--- config.mk ---
export PLATFORM = sky130hd
export DESIGN_NAME = niosii_niosii_oci_dct_packer
export DESIGN_NICKNAME = d
export VERILOG_FILES = /design/src/rtl/niosii_niosii_oci_dct_packer_pkg.sv /design/src/rtl/niosii_niosii_oci_dct_packer.sv
export SDC_FILE = /design/constraint.sdc
export NUM_CORES = 1
export LEC_CHECK = 0
export ABC_AREA = 1
export BUFFER_PORTS_ARGS = -buffer_cell sky130_fd_sc_hd__buf_2
export CAP_MARGIN = 20
export CORE_MARGIN = 5
export CORE_UTILIZATION = 40
export CTS_CLUSTER_DIAMETER = 120
export DETAILED_ROUTE_END_ITERATION = 8
export GPL_TIMING_DRIVEN = 0
export PLACE_DENSITY = 0.63
export SYNTH_ARGS = -nofsm -noshare
export SYNTH_HDL_FRONTEND = slang
export SYNTH_SLANG_ARGS = --single-unit
export TNS_END_PERCENT = 50
--- constraint.sdc ---
create_clock -name clk -period 2.73 [get_ports clk]
set_input_delay 0.4095 -clock clk [delete_from_list [all_inputs] [get_ports clk]]
set_output_delay 0.4095 -clock clk [all_outputs]
set_load 0.01 [all_outputs]
--- src/rtl/niosii_niosii_oci_dct_packer_pkg.sv ---
// ============================================================================
// Module : niosii_NIOSII_oci_dct_pkg
// Brief  : Shared widths, FSM state encoding and code-insert helper for the
//          OCI debug-trace packer.
// Rev    : 1.0  initial release
// ============================================================================
`timescale 1ns/1ps
`default_nettype none

package niosii_NIOSII_oci_dct_pkg;

    localparam int CODE_W      = 2;
    localparam int FRAME_CODES = 15;
    localparam int CNT_W       = 4;
    localparam int DCT_BUF_W   = CODE_W * FRAME_CODES;

    localparam logic [CNT_W-1:0] FULL_CNT = CNT_W'(FRAME_CODES);

    typedef logic [1:0] dct_state_t;
    localparam dct_state_t ST_RUN    = 2'd0;
    localparam dct_state_t ST_DRAIN  = 2'd1;
    localparam dct_state_t ST_ENDING = 2'd2;
    localparam dct_state_t ST_ENDED  = 2'd3;

    // Returns buf_in with code written into slot pos; slots beyond the frame are ignored.
    function automatic logic [DCT_BUF_W-1:0] put_code(
        input logic [DCT_BUF_W-1:0] buf_in,
        input logic [CNT_W-1:0]     pos,
        input logic [CODE_W-1:0]    code
    );
        logic [DCT_BUF_W-1:0] r;
        r = buf_in;
        for (int k = 0; k < FRAME_CODES; k++) begin
            if (pos == CNT_W'(k)) begin
                r[k*CODE_W +: CODE_W] = code;
            end
        end
        return r;
    endfunction

endpackage

`default_nettype wire

--- src/rtl/niosii_niosii_oci_dct_packer.sv ---
// ============================================================================
// Module : niosii_niosii_oci_dct_packer
// Brief  : Packs 2-bit trace codes into 15-code frames and sequences end-of-test.
// Rev    : 1.0  initial release
// ============================================================================
`timescale 1ns/1ps
`default_nettype none

module niosii_niosii_oci_dct_packer
    import niosii_NIOSII_oci_dct_pkg::*;
(
    input  logic                 clk,
    input  logic                 reset_n,
    input  logic                 in_valid,
    input  logic [CODE_W-1:0]    in_code,
    output logic                 in_ready,
    input  logic                 flush,
    input  logic                 end_req,
    output logic [DCT_BUF_W-1:0] dct_buffer,
    output logic [CNT_W-1:0]     dct_count,
    output logic                 out_valid,
    input  logic                 out_ready,
    output logic                 test_ending,
    output logic                 test_has_ended
);

    logic [DCT_BUF_W-1:0] r_acc;
    logic [CNT_W-1:0]     r_acc_cnt;
    logic                 r_flush_pend;
    logic                 r_live;
    dct_state_t           r_state;

    logic                 w_out_free;
    logic                 w_full;
    logic                 w_accept;
    logic                 w_flush_req;
    logic                 w_xfer;
    logic                 w_pend;
    logic [DCT_BUF_W-1:0] w_nxt_acc;
    logic [CNT_W-1:0]     w_nxt_cnt;
    logic [DCT_BUF_W-1:0] w_rem_acc;
    logic [CNT_W-1:0]     w_rem_cnt;

    assign w_out_free  = !out_valid || out_ready;
    assign w_full      = (r_acc_cnt == FULL_CNT);
    assign in_ready    = r_live && (r_state == ST_RUN) && (!w_full || w_out_free);
    assign w_accept    = in_valid && in_ready;
    assign w_flush_req = flush || r_flush_pend || (r_state == ST_DRAIN);

    always_comb begin
        w_nxt_acc = r_acc;
        w_nxt_cnt = r_acc_cnt;
        w_xfer    = 1'b0;
        w_rem_acc = r_acc;
        w_rem_cnt = r_acc_cnt;
        w_pend    = 1'b0;
        if (w_full) begin
            // A full accumulator can only move out; a code accepted now starts the next frame.
            w_xfer = w_out_free;
            if (w_xfer) begin
                w_rem_acc = w_accept ? put_code('0, '0, in_code) : '0;
                w_rem_cnt = {{(CNT_W-1){1'b0}}, w_accept};
                w_pend    = flush && w_accept;
            end else begin
                w_pend    = flush || r_flush_pend;
            end
        end else begin
            if (w_accept) begin
                w_nxt_acc = put_code(r_acc, r_acc_cnt, in_code);
                w_nxt_cnt = r_acc_cnt + 1'b1;
            end
            w_xfer = w_out_free &&
                     ((w_nxt_cnt == FULL_CNT) || (w_flush_req && (w_nxt_cnt != '0)));
            w_rem_acc = w_xfer ? '0 : w_nxt_acc;
            w_rem_cnt = w_xfer ? '0 : w_nxt_cnt;
            w_pend    = (flush || r_flush_pend) && !w_xfer && (w_nxt_cnt != '0);
        end
    end

    always_ff @(posedge clk or negedge reset_n) begin
        if (!reset_n) begin
            r_acc          <= '0;
            r_acc_cnt      <= '0;
            r_flush_pend   <= 1'b0;
            r_live         <= 1'b0;
            r_state        <= ST_RUN;
            dct_buffer     <= '0;
            dct_count      <= '0;
            out_valid      <= 1'b0;
            test_ending    <= 1'b0;
            test_has_ended <= 1'b0;
        end else begin
            r_live       <= 1'b1;
            r_acc        <= w_rem_acc;
            r_acc_cnt    <= w_rem_cnt;
            r_flush_pend <= w_pend;
            test_ending  <= 1'b0;

            if (w_xfer) begin
                dct_buffer <= w_nxt_acc;
                dct_count  <= w_nxt_cnt;
                out_valid  <= 1'b1;
            end else if (out_ready) begin
                out_valid  <= 1'b0;
            end

            case (r_state)
                ST_RUN: begin
                    if (end_req) begin
                        r_state <= ST_DRAIN;
                    end
                end
                ST_DRAIN: begin
                    if ((r_acc_cnt == '0) && !out_valid) begin
                        r_state     <= ST_ENDING;
                        test_ending <= 1'b1;
                    end
                end
                ST_ENDING: begin
                    r_state        <= ST_ENDED;
                    test_has_ended <= 1'b1;
                end
                default: begin
                    r_state <= ST_ENDED;
                end
            endcase
        end
    end

endmodule

`default_nettype wire

==> key figures, run 1 <==
Floorplan
  – I/O Pins: 46
  – Total core area: 0.00977 mm^2
  – DIE HEIGHT: 110 um
  – FP Rows: 36
  – Die area: 0.0121 mm^2
  – Die X-Extent: 110 um
  – Initial Utilization: 40.9%

Setup path
  – CP peak stage delay: 0.47 ns
  – Critical R2R Launch: r_acc_cnt[0]
  – Worst path most repeated cell: nand2_1
  – Critical Path Fanout Max: 10
  – Worst reg2reg path depth: 13
  – CP endpoint kind: flip-flop
  – CP Launch Type: flip-flop
  – Crit Path Class: flip-flop to flip-flop
  – Worst EP required: 2.98 ns
  – Reg2reg end: r_acc[11]
  – Reg2reg setup slack: 0.20 ns
  – Critical path cell sequence: ha_2 -> inv_1 -> nor2_4 -> nand2_2 -> nand3_1 -> nand2_1 -> nand2_1 -> nor2_1 -> nand2_1 -> nand2_2 -> a21oi_2 -> clkbuf_4 -> nor2_1
  – CP Data Arrival Time: 2.77 ns
  – CP max-delay cell: dfrtp_1

Clocking
  – Clk buf depth: 2
  – H-tree Lvls: 3
  – Post-CTS setup repair buffer count: 0
  – TritonCTS buffer count: 9
  – Root buf cell: clkbuf_8
  – Reg clk slew, reported paths: 0.08 ns
  – TritonCTS clock tree: built
  – CTS sink count: 75
  – Worst skew pair latency: 0.36 ns

Global routing
  – GRT Resource Usage Total: 19.1%
  – First-pass GRT wire length: 17.7 mm
  – Number of global-route vias before repair: 3607
  – Total grt overflow: 0
  – Largest net degree at the start of global routing: 51
  – Initial antenna violation count: 0

Timing
  – Hold WS: 0.288 ns
  – Slew Viols, Final: 0
  – Final period utilization: 92.6%
  – FMAX: 396 MHz
  – Post-route clock skew: 0.00987 ns
  – Final min period: 2.53 ns
  – Final setup viols: 0
  – Final hold vios: 0
  – Worst slew margin: 59.1%
  – Least-Margin Pin Slew: 0.614 ns

Routing
  – Average wire per standard cell: 14.1 um
  – Met2 WL: 4.82 mm
  – Routed via count: 3754
  – 1st-pass router iterations: 6
  – Final wirelength: 10.6 mm
  – Top layer in use: met4
  – Drt initial violations: 369
  – Wl on met1: 4.83 mm
  – Metal3 WL: 714 um
  – Vias per cell: 5.00
  – # DRC: 0
  – Antenna-violating nets left: 0

Synth
  – Net Count, Synth: 567
  – Register area share after synthesis: 46.9%
  – Syn. warnings: 0
  – Yosys reg bits: 75
  – Synth cell types: 25
  – Mean area per synthesized cell: 7.21 um^2
  – Synth Instances: 555
  – Mapped cell area: 0.00400 mm^2

Min path
  – Hold path startpoint: end_req
  – Min-Delay Path Class: primary input to flip-flop
  – Hold Path End: r_state[0]
  – Hold depth: 3

Cells and area
  – Design area: 0.00465 mm^2
  – FILL cells: 1010
  – Util after Layout: 47.6%
  – N_diodes: 0
  – Fraction of layout cells with a size suffix above 1: 13.8%
  – Layout overhead on the synthesized area: 16.2%
  – Nets: 625

Placement
  – GP Congestion: 0.915
  – Placed Area: 0.00442 mm^2
  – HPWL after DPL: 7.53 mm
  – Port Buffers: 45

Run
  – Max_cap viols: 0

Power and ir drop
  – Maximum VDD drop: 209 uV
  – Leak: 2.64 nW
  – Power density over the cells: 618 mW/mm^2
  – Power Total: 0.00287 W

Outcome
  – Run status: finished, final reports clean
worst max-delay path: cells and delay by family, from the launching register on:
kind / cells / cell delay [ns]
AOI/OAI and AO/OA: 1 / 0.27
and+or+nand+nor: 9 / 0.97
DFF: 1 / 0.47
adders and majority gates: 1 / 0.29
buffers and inverters: 2 / 0.39
cell usage in the layout, fill, tap and decap left out, types with 4 or more instances in the layout:
cell type,netlist,layout
inv_1,62,62
buf_2,5,47
clkbuf_1,15,18
o21ai_0,43,43
nand3_1,66,66
dfrtp_1,75,75
nand2_1,195,195
nand2_2,4,4
a21oi_1,31,31
nor2_1,31,30
clkbuf_8,0,12
per-layer routing:
layer / track usage [%] / vias to the layer above
li1: - / 1871
met4: 9.62 / 0
met3: 3.38 / 23
met5: 0 / -
met2: 28.7 / 130
met1: 26.4 / 1730
report_power, final:
part	leakage, nW	switching (W)	internal (W)
clock	0.104	0.000413	0.000499
sequential	1.02	0.0000889	0.00127
combinational	1.51	0.000378	0.000222
metrics by stage:
stage          setup WS [ns]  cells  TNS, ns
2_1_floorplan          0.690    555        0
3_3_place_gp           0.231    733        0
3_5_place_dp           0.193    734        0
4_1_cts                0.128    751        0
5_1_grt              -0.0235    751  -0.0769
6_report               0.203    751        0
layout make-up:
| cell class | count | area (um^2) | area share, % |
|---|---|---|---|
| tap | 133 | 166 | 3.58 |
| clock buffer | 15 | 176 | 3.79 |
| sequential | 75 | 1880 | 40.4 |
| clock inverter | 1 | 30.0 | 0.646 |
| inverter | 65 | 244 | 5.25 |
| buffer | 25 | 128 | 2.74 |
| multi-input combinational | 390 | 1760 | 37.9 |
| timing repair buffer | 47 | 265 | 5.71 |
sequential cells by signal, summed over array words and instances, names as in the netlist:
| name | cells |
|---|---|
| r_acc_cnt | 4 |
| out_valid | 1 |
| r_flush_pend | 1 |
| test_ending | 1 |
| test_has_ended | 1 |
| r_state | 2 |
| dct_count | 4 |
| r_live | 1 |
| r_acc | 30 |
| dct_buffer | 30 |
synthesized netlist by cell type:
library cell / number / area share (%)
nand3_2: 2 / 0.50
buf_1: 2 / 0.19
inv_2: 3 / 0.28
clkbuf_1: 15 / 1.4
nand2_1: 195 / 18
o21ai_0: 43 / 5.4
a21oi_1: 31 / 3.9
ha_1: 4 / 1.3
a21oi_2: 1 / 0.22
nor2_2: 2 / 0.31
nand3_4: 1 / 0.44
conb_1: 1 / 0.094
nand4_1: 3 / 0.47
nor2_4: 1 / 0.28
o21bai_1: 1 / 0.19
buf_2: 5 / 0.63
inv_1: 62 / 5.8
buf_6: 3 / 0.84
nand2_4: 1 / 0.28
nand4_2: 1 / 0.31
nor3_1: 2 / 0.25
nand2_2: 4 / 0.63
nand3_1: 66 / 8.3
dfrtp_1: 75 / 47
nor2_1: 31 / 2.9
how the worst max path moves through the flow:
stage,startpoint,endpoint,depth (start not counted)
after global routing,r_acc_cnt[0],r_acc[15],13
final,r_acc_cnt[0],r_acc[11],13
after global placement,r_acc_cnt[0],dct_buffer[8],13
after detailed placement,r_acc_cnt[0],dct_buffer[8],13
after floorplan,r_acc_cnt[0],r_acc[22],13
after CTS,r_acc_cnt[0],dct_buffer[8],13
kinds of logic after synthesis:
logic type	share of synthesized area [%]
AO/OA/AOI/OAI	9.66
adder cells (fa/ha/maj)	1.25
buffers and inverters	9.16
flip-flops	46.9
other	0.0937
AND/OR/NAND/NOR	32.9
repair_timing:
action	4_1_cts	5_1_grt
gates resized for setup	0	4
endpoints found under the setup margin	0	23
hold endpoints to repair	25	0
hold buffers	1	0
(Power assumes the default switching activity.)
==> run 2, diff against run 1 <==
- ABC_AREA: 1 -> 0
- PLACE_DENSITY: 0.63 -> 0.64
==> run 2 against run 1 <==
Area after synthesis decreased by 11%; non-clock buffer count rose by 2; final cell count fell by 31%; synthesized cell count is 40% lower; clock skew is 0.0038 ns higher; worst hold slack worse by 0.28 ns; global-route usage is 3.1 points lower; critical path type unchanged; largest cell class unchanged.
==> key figures, run 2 <==
Routing
  – Drt initial violations: 140 (-62%)
  – Vias per cell: 5.35 (+7.1%)
  – # DRC: 0 (unchanged)
  – Antenna-violating nets left: 0 (unchanged)
  – Final wirelength: 8.46 mm (-20%)
  – 1st-pass router iterations: 5 (-1)
  – Routed via count: 2762 (-26%)
  – Average wire per standard cell: 16.4 um (+16%)

Floorplan
  – DIE HEIGHT: 104 um (-5.3%)
  – I/O Pins: 46 (unchanged)
  – Total core area: 0.00868 mm^2 (-11%)
  – Initial Utilization: 40.9% (-0.049 points)
  – FP Rows: 34 (-5.6%)
  – Die area: 0.0109 mm^2 (-10%)
  – Die X-Extent: 104 um (-5.3%)

Placement
  – Dpl cells: 489 (-33%)
  – GP Congestion: 0.850 (-7.1%)
  – Placed Area: 0.00393 mm^2 (-11%)
  – HPWL after DPL: 5.83 mm (-23%)
  – Port Buffers: 45 (unchanged)

Timing
  – Post-route clock skew: 0.0137 ns (+0.00380 ns)
  – FMAX: 379 MHz (-4.2%)
  – Final setup viols: 0 (unchanged)
  – Hold WS: 0.0124 ns (-0.276 ns)
  – Least-Margin Pin Slew: 0.670 ns (+0.0564 ns)
  – Final period utilization: 96.6% (+4.1 points)
  – Final hold vios: 0 (unchanged)
  – Worst slew margin: 54.9% (-4.2 points)
  – Slew Viols, Final: 0 (unchanged)
  – Final min period: 2.64 ns (+0.111 ns)

Power and ir drop
  – Power Total: 0.00214 W (-25%)
  – Leak: 2.10 nW (-20%)
  – Maximum VDD drop: 315 uV (+50%)
  – Power density over the cells: 499 mW/mm^2 (-19%)

Synth
  – Synth Instances: 335 (-40%)
  – Synth Flop Type: dfrtp_1
  – EDFF count, synth: 0 (unchanged)
  – Mux cell area share after synthesis: 11.1% (+11 points)
  – Largest area contributor in the netlist: dfrtp_1
  – Yosys reg bits: 75 (unchanged)
  – Mean area per synthesized cell: 10.6 um^2 (+47%)
  – Mapped cell area: 0.00355 mm^2 (-11%)
  – Synth async-reset ratio: 100% (unchanged)
  – Main area contributors after synthesis: dfrtp_1 (53%), mux2_2 (7.3%), nand2_1 (4.5%)
  – Most frequent cells after synthesis: dfrtp_1 (75), nand2_1 (43), o21ai_0 (32), mux2_2 (23), o22ai_1 (22)
  – Area share of the largest cell type after synthesis: 52.9% (+6.0 points)
  – Most common cell in the netlist: dfrtp_1
  – Simple-gate portion of the synthesized area: 13.9% (-19 points)
  – Syn. warnings: 0 (unchanged)
  – Net Count, Synth: 347 (-39%)
  – Synth Area in Compound Gates: 14.7% (+5.1 points)
  – Register area share after synthesis: 52.9% (+6.0 points)
  – Synth cell types: 45 (+80%)
  – Adder-Cell Fraction of Synth Area: 1.41% (+0.16 points)
  – Post-synthesis xor/xnor area fraction: 1.23% (+1.2 points)
  – Largest family of logic cells by synthesized area: compound AO/OA/AOI/OAI gates

Cells and area
  – Most common cell after layout, fill and taps aside: dfrtp_1
  – Util after Layout: 49.5% (+1.9 points)
  – FILL cells: 818 (-19%)
  – Fraction of layout cells with a size suffix above 1: 29.9% (+16 points)
  – Post-Layout Cell Count: 516 (-31%)
  – Top flop regs: dct_buffer x30, r_acc x30
  – Commonest cells after routing, fill and taps aside: dfrtp_1 (73), buf_2 (45), nand2_1 (43), o21ai_0 (31), mux2_2 (23)
  – Layout overhead on the synthesized area: 20.9%
  – N_diodes: 0 (unchanged)
  – Nets: 415 (-34%)
  – Design area: 0.00429 mm^2 (-7.7%)

Setup path
  – Critical R2R Launch: r_acc_cnt[1]
  – Reg2reg setup slack: 0.09 ns (-0.11 ns)
  – Worst EP required: 2.95 ns (-0.03 ns)
  – CP endpoint kind: flip-flop
  – CP Data Arrival Time: 2.86 ns (+0.09 ns)
  – Crit Path Class: flip-flop to flip-flop
  – Reg2reg end: dct_buffer[0]
  – Worst reg2reg path depth: 10 (-3)
  – Critical Path Fanout Max: 10 (unchanged)
  – CP Launch Type: flip-flop

Clocking
  – Cts hold-fix bufs: 0 (-1)
  – Reg clk slew, reported paths: 0.08 ns (about the same)
  – Clk buf depth: 2 (unchanged)
  – TritonCTS clock tree: built
  – Worst skew pair latency: 0.35 ns (about the same)
  – Root buf cell: clkbuf_8
  – TritonCTS buffer count: 9 (unchanged)
  – CTS sink count: 75 (unchanged)
  – H-tree Lvls: 3 (unchanged)

Global routing
  – Initial antenna violation count: 0 (unchanged)
  – First-pass GRT wire length: 14.0 mm (-21%)
  – Largest net degree at the start of global routing: 42 (-18%)
  – Total grt overflow: 0 (unchanged)
  – GRT Resource Usage Total: 15.9% (-3.1 points)
  – Number of global-route vias before repair: 2852 (-21%)

Outcome
  – Run status: finished, final reports clean

Run
  – Max_cap viols: 0 (unchanged)

Min path
  – Min-Delay Path Class: primary input to async pin
-- run 2: changes by cell type in the layout (fill, tap and decap cells not counted), moves of 11 or more --
cell	delta
nand2_1	-152
nand3_1	-52
inv_1	-49
mux2_2	+23
o22ai_1	+22
nor2_1	-21
a21oi_1	-19
buf_4	+13
clkbuf_1	-13
o21ai_0	-12
mux2_1	+11
-- run 2: worst max-delay path by stage --
stage,startpoint,endpoint,depth (start not counted)
2_1_floorplan,r_acc_cnt[0],dct_buffer[0],9
3_3_place_gp,r_acc_cnt[0],r_acc[19],9
3_5_place_dp,r_acc_cnt[0],r_acc[20],9
4_1_cts,r_acc_cnt[1],dct_buffer[0],10
5_1_grt,r_acc_cnt[1],r_acc[5],11
6_report,r_acc_cnt[1],dct_buffer[0],10
-- run 2: layer usage --
layer | routed length, um | GRT usage (%) | up-vias
li1 | - | - | 1332
met1 | 3720 | 20.2 | 1351
met2 | 4180 | 26.6 | 63
met3 | 405 | 3.79 | 16
met4 | 159 | 5.55 | 0
met5 | 0 | 0 | -
-- run 2: cell type report --
type / instances / area [um^2] / share of cell area, %
Timing Repair Buffer: 57 / 343 / 7.99
Buffer: 17 / 134 / 3.12
Tap cell: 108 / 135 / 3.15
Sequential cell: 75 / 1880 / 43.8
Clock inverter: 6 / 63.8 / 1.49
Clock buffer: 10 / 128 / 2.97
Multi-Input combinational cell: 230 / 1560 / 36.4
Inverter: 13 / 48.8 / 1.14
-- run 2: through the flow --
step	TNS [ns]	worst slack, ns
6_report	0	0.0924
5_1_grt	-0.159	-0.0393
4_1_cts	0	0.0166
3_5_place_dp	-11.06	-0.272
3_3_place_gp	-8.04	-0.233
2_1_floorplan	0	0.207
-- run 2: cells by family (layout without fill, tap and decap cells) --
kind of cell,count (synthesis),after routing
DFF,75,75
other,1,1
buffers and inverters,30,103
adders and majority gates,4,4
muxes,35,35
xor gates and xnor gates,5,5
AOI/OAI and AO/OA,83,83
and+or+nand+nor,102,102
-- run 2: power by group --
| part | total, W | internal, W | switching, W |
|---|---|---|---|
| sequential | 0.00114 | 0.00113 | 0.0000124 |
| clock | 0.000834 | 0.000422 | 0.000411 |
| combinational | 0.000167 | 0.0000630 | 0.000104 |
-- run 2: worst max-delay path, cell delays in order (launching register included) --
cell	delay [ns]
dfrtp_2	0.42
ha_2	0.21
buf_6	0.16
nand3_4	0.13
o211ai_1	0.35
xnor2_2	0.15
a311oi_2	0.39
nor2_4	0.08
buf_12	0.16
buf_8	0.14
mux2_1	0.31
-- run 2: what timing repair did --
item / CTS / global route
cloned: 2 / 0
resized for setup: 7 / 17
setup buffers: 7 / 2
pin swaps: 4 / 3
setup endpoints to repair: 58 / 57
hold endpoints to repair: 0 / 0
